$ cat config.mk
export PLATFORM = sky130hd
export DESIGN_NAME = palette_lut_rw
export DESIGN_NICKNAME = d
export VERILOG_FILES = /design/src/rtl/palette_lut_rw.sv
export SDC_FILE = /design/constraint.sdc
export NUM_CORES = 1
export LEC_CHECK = 0
export ABC_CLOCK_PERIOD_IN_PS = 3390
export BUFFER_PORTS_ARGS = -buffer_cell sky130_fd_sc_hd__buf_4
export CAP_MARGIN = 10
export CORE_AREA = 2 2 372 374
export CTS_CLUSTER_DIAMETER = 120
export DETAILED_ROUTE_END_ITERATION = 16
export DIE_AREA = 0 0 374 376
export HOLD_SLACK_MARGIN = 0.12
export PLACE_DENSITY = 0.71
export SYNTH_ARGS = -nofsm -noshare
export SYNTH_HDL_FRONTEND = slang
export SYNTH_SLANG_ARGS = --single-unit
$ cat constraint.sdc
create_clock -name Clk -period 3.39 [get_ports Clk]
set_clock_uncertainty 0.2 [all_clocks]
set_input_delay 0.5085 -clock Clk [delete_from_list [all_inputs] [get_ports Clk]]
set_output_delay 0.5085 -clock Clk [all_outputs]
set_load 0.01 [all_outputs]
$ cat src/rtl/palette_lut_rw.sv
// Writable multi-palette colour LUT: {pal_sel,index} -> 24-bit RGB through a 2-stage pipeline.
// After reset an init sequencer fills every entry with DEFAULT_RGB before writes and lookups are accepted.
module palette_lut_rw #(
  parameter int                   INDEX_W         = 4,
  parameter int                   PAL_SEL_W       = 2,
  parameter int                   COLOR_W         = 8,
  parameter int                   TRANSPARENT_IDX = 15,
  parameter logic [3*COLOR_W-1:0] DEFAULT_RGB     = 24'hFE06FF
) (
  input  logic                   Clk,
  input  logic                   Reset_n,
  input  logic                   pix_valid_in,
  input  logic [PAL_SEL_W-1:0]   pal_sel,
  input  logic [INDEX_W-1:0]     index,
  output logic                   pix_valid_out,
  output logic [COLOR_W-1:0]     red,
  output logic [COLOR_W-1:0]     green,
  output logic [COLOR_W-1:0]     blue,
  output logic                   transparent,
  input  logic                   wr_en,
  input  logic [PAL_SEL_W-1:0]   wr_pal,
  input  logic [INDEX_W-1:0]     wr_idx,
  input  logic [3*COLOR_W-1:0]   wr_rgb,
  output logic                   wr_ready,
  output logic                   init_busy,
  output logic                   dbg_state_o
);

  localparam int ADDR_W = PAL_SEL_W + INDEX_W;
  localparam int DEPTH  = 1 << ADDR_W;
  localparam int RGB_W  = 3 * COLOR_W;

  localparam logic [0:0] ST_INIT = 1'b0;
  localparam logic [0:0] ST_RUN  = 1'b1;

  logic [0:0]        state_q, state_d;
  logic [ADDR_W-1:0] init_cnt_q, init_cnt_d;

  logic [RGB_W-1:0]  mem [DEPTH];
  logic              mem_we;
  logic [ADDR_W-1:0] mem_waddr;
  logic [RGB_W-1:0]  mem_wdata;

  logic              lk_req;
  logic              s1_valid_q;
  logic [ADDR_W-1:0] s1_addr_q;
  logic              s1_transp_q;

  logic              out_valid_q;
  logic [RGB_W-1:0]  out_rgb_q;
  logic              out_transp_q;

  always_comb begin
    state_d    = state_q;
    init_cnt_d = init_cnt_q;
    if (state_q == ST_INIT) begin
      init_cnt_d = init_cnt_q + ADDR_W'(1);
      if (&init_cnt_q) state_d = ST_RUN;
    end
  end

  always_ff @(posedge Clk) begin
    if (!Reset_n) begin
      state_q    <= ST_INIT;
      init_cnt_q <= '0;
    end else begin
      state_q    <= state_d;
      init_cnt_q <= init_cnt_d;
    end
  end

  // Write handshake: in RUN wr_ready=1 and every cycle with wr_en=1 is one accepted write;
  // in INIT wr_ready=0 and wr_en is dropped, the sequencer owns the write port.
  assign mem_we    = Reset_n && ((state_q == ST_INIT) || wr_en);
  assign mem_waddr = (state_q == ST_INIT) ? init_cnt_q : {wr_pal, wr_idx};
  assign mem_wdata = (state_q == ST_INIT) ? DEFAULT_RGB : wr_rgb;

  always_ff @(posedge Clk) begin
    if (mem_we) mem[mem_waddr] <= mem_wdata;
  end

  assign lk_req = pix_valid_in && (state_q == ST_RUN);

  always_ff @(posedge Clk) begin
    if (!Reset_n) begin
      s1_valid_q  <= 1'b0;
      s1_addr_q   <= '0;
      s1_transp_q <= 1'b0;
    end else begin
      s1_valid_q <= lk_req;
      if (lk_req) begin
        s1_addr_q   <= {pal_sel, index};
        s1_transp_q <= (index == INDEX_W'(TRANSPARENT_IDX));
      end
    end
  end

  // Reading mem here sees the pre-edge contents, so a same-edge write returns old data.
  always_ff @(posedge Clk) begin
    if (!Reset_n) begin
      out_valid_q  <= 1'b0;
      out_rgb_q    <= '0;
      out_transp_q <= 1'b0;
    end else begin
      out_valid_q <= s1_valid_q;
      if (s1_valid_q) begin
        out_rgb_q    <= mem[s1_addr_q];
        out_transp_q <= s1_transp_q;
      end
    end
  end

  assign pix_valid_out = out_valid_q;
  assign red           = out_rgb_q[RGB_W-1 -: COLOR_W];
  assign green         = out_rgb_q[2*COLOR_W-1 -: COLOR_W];
  assign blue          = out_rgb_q[COLOR_W-1:0];
  assign transparent   = out_transp_q;
  assign wr_ready      = (state_q == ST_RUN);
  assign init_busy     = (state_q == ST_INIT);
  assign dbg_state_o   = state_q[0];

endmodule

==> flow_metrics.tcl <==
set metrics [dict create \
    status "finished, final reports clean" \
    grt_pass1_wl_mm 215 \
    setup-tns-final_ns 0 \
    fin_ws_ns 0.299 \
    period_minus_slack_ns 3.09 \
    num_io_pins 69 \
    drive_above_1_share_pct 30.9 \
    clock_sinks 1577 \
    wl_met1_mm 60.6 \
    tritoncts "done" \
    critPathRequiredTime_ns 3.79 \
    fmax_mhz 324 \
    path_class "flop to flop" \
    met2WireLength_mm 67.5 \
    grt_pass1_vias 31060 \
    hpwl_mm 86.6 \
    synth_top_family_by_area "multiplexers" \
    cp-end-kind "flop" \
    hold_viol 0 \
    synth_edf_count 1536 \
    ff2ff_path_depth 7 \
    synth_cell_types 41 \
    dieArea_um2 141000 \
    min_to "mem[3][16]" \
    worstPathArrival_ns 3.49 \
    syn-instance-count 3127 \
    num_vias 31706 \
    grt-ovfl-total 0 \
    grt_max_degree 100 \
    synth-simple-area-share_pct 3.48 \
    die_y_um 376 \
    synthFlopType "edfxtp_1" \
    worst_pin_slew_ns 1.20 \
    row_count 136 \
    synth.area.mux_share_pct 12.5 \
    cts.hold.buffers_added 12 \
    dp.cells 4999 \
    min_period_over_period_pct 91.2 \
    powerDensity_nw_per_um2 537 \
    htree_levels 4 \
    cp_max_fo 28 \
    hold_depth 2 \
    multi_input_area_um2 13400 \
    final_cells 5296 \
    regToRegSetupSlack_ns 0.30 \
    report.final.slew_viol_count 0 \
    clock-root-buffer "clkbuf_16" \
    cap_violations 0 \
    die_w_um 374 \
    final_area_um2 70000 \
    clock_path_buffers 3 \
    place_ws_ns 0.304 \
    rsz0062_at_grt "false" \
    ys_ff_latch 1577 \
    start_kind "flop" \
    drtPass1Iterations 5 \
    highest_layer "met5" \
    routabilityCongestion 0.831 \
    antenna_found_initial 6 \
    wl_per_cell_um 28.1 \
    drt_iter0_markers 4247 \
    io_buffers 68 \
    syn_nets 3168 \
    synth-compound-area-share_pct 5.47 \
    drt-total-wl_mm 149 \
    core_um2 137000 \
    postCtsSetupRepairBufs 0 \
    async_flop_share_pct 0 \
    slew-limit-headroom_pct 19.9 \
    min_path_type "primary input to flop" \
    ir_drop_v 0.000491 \
    drc 0 \
    setup-violations-final 0 \
    grt_usage_pct 21.1 \
    start_util_pct 44.6 \
    route.met3.wl_mm 17.2 \
    clk_latency_ns 0.75 \
    final_net_count 3417 \
    synth_seq_area_share_pct 77.0 \
    r2r_start "s1_addr_q[0]" \
    clk_pin_slew_ns 0.06 \
    post_cts_resized 0 \
    synth_warnings 0 \
    synth_xor_area_share_pct 0.0431 \
    timing.rr.end "out_rgb_q[7]" \
    ant_nets 0 \
    seq_area_um2 47000 \
    hold_start "wr_rgb[16]" \
    cts_made_buffers 157 \
    vias_per_cell 5.99 \
    synthAdderAreaFrac_pct 0.0205 \
    area_growth_pct 14.7 \
    place_area_um2 65100 \
    synth.avg_cell_area_um2 19.5 \
    netlist_area_um2 61000 \
    fillCellCount 10639 \
    p_leak_uw 0.0229 \
]
==> state kept, by name, indices dropped and copies added (netlist names) <==
signal	flops
mem	1536
out_rgb_q	24
init_cnt_q	6
s1_addr_q	6
dbg_state_o	1
pix_valid_out	1
s1_transp_q	1
s1_valid_q	1
transparent	1
==> critical path, cell delays in order, from the launching register on <==
cell and delay (ns):
dfxtp_4 0.37, buf_12 0.20, buf_12 0.27, buf_12 0.29, mux4_2 0.54, a22o_1 0.25
nor3_1 0.52, o221ai_1 0.24
==> logic make-up (layout without fill, tap and decap cells) <==
kind of cell | Yosys count | count (layout)
other | 0 | 1
XOR/XNOR | 3 | 3
flip-flops | 1577 | 1577
multiplexers | 484 | 484
AO/OA/AOI/OAI | 481 | 481
buffers and inverters | 197 | 571
AND/OR/NAND/NOR | 384 | 384
adder cells (fa/ha/maj) | 1 | 1
==> worst max-delay path by stage <==
| stage | slack (ns) | startpoint | to | cells past startpoint |
|---|---|---|---|---|
| 3_3_place_gp | 0.31 | s1_addr_q[0] | out_rgb_q[4] | 7 |
| 2_1_floorplan | 0.29 | dbg_state_o | mem[51][0] | 7 |
| 4_1_cts | 0.24 | s1_addr_q[0] | out_rgb_q[7] | 7 |
| 3_5_place_dp | 0.30 | s1_addr_q[0] | out_rgb_q[7] | 7 |
| 5_1_grt | 0.19 | s1_addr_q[0] | out_rgb_q[7] | 7 |
| 6_report | 0.30 | s1_addr_q[0] | out_rgb_q[7] | 7 |
==> per-layer routing <==
| metal | global-route usage (%) | vias up |
|---|---|---|
| li1 | - | 13364 |
| met1 | 30.2 | 16498 |
| met2 | 31.5 | 1649 |
| met3 | 5.98 | 187 |
| met4 | 6.13 | 8 |
| met5 | 0 | - |
==> where the power goes <==
| part | switching [uW] | internal, uW |
|---|---|---|
| sequential | 10.9 | 21100 |
| clock | 7070 | 9200 |
| combinational | 122 | 77.2 |
==> synth_stat cells, drive strengths merged, types with 26 or more instances <==
| cell | n | area share (%) |
|---|---|---|
| nor3 | 96 | 0.91 |
| o22ai | 98 | 1.0 |
| mux2 | 289 | 5.3 |
| dfxtp | 41 | 1.3 |
| a211oi | 96 | 1.2 |
| nand3b | 26 | 0.32 |
| edfxtp | 1536 | 76 |
| nor2b | 99 | 1.0 |
| a22oi | 49 | 0.60 |
| nor2 | 69 | 0.42 |
| nand2 | 34 | 0.21 |
| a22o | 49 | 0.70 |
| o21ai | 101 | 0.83 |
| mux4 | 192 | 7.1 |
| o31ai | 48 | 0.59 |
| buf | 86 | 0.83 |
| clkbuf | 107 | 0.66 |
==> cells in the final DEF, fill, tap and decap left out, types with 7 or more instances in the layout <==
master,count
edfxtp_1,1536
mux2_2,289
buf_4,236
mux4_2,192
clkbuf_16,162
o22ai_1,98
nor2b_1,98
a211oi_1,96
o21ai_0,94
nor3_1,81
nor2_2,64
a22o_1,49
a22oi_1,49
o31ai_1,48
clkbuf_1,40
dfxtp_1,38
buf_12,35
nand2_1,33
clkinv_1,30
clkinv_2,30
nand3b_1,26
o221ai_1,24
nand2b_2,17
nor3_2,15
nand3_1,13
dlygate4sd3_1,12
and2_2,7
o21ai_1,7
a21boi_0,7
==> cell type report <==
type                            instances  area share (%)
Timing Repair Buffer                  283            3.71
Multi-Input combinational cell       1353            19.1
Clock inverter                         79           0.765
Sequential cell                      1577            67.1
Tap cell                             1794            3.21
Clock buffer                          205            6.07
Antenna cell                            1         0.00358
Inverter                                4          0.0215
==> per-stage QoR <==
step                      util, %  power (uW)  hold WS (ns)
after floorplan                 -       21600         0.252
after global placement       47.6       21700         0.311
after detailed placement     47.6       21700         0.328
after CTS                    51.2       37800         0.282
after global routing         51.2       38600         0.324
final                        51.2       37600         0.327
No activity file was read; power rests on OpenSTA's default activity.
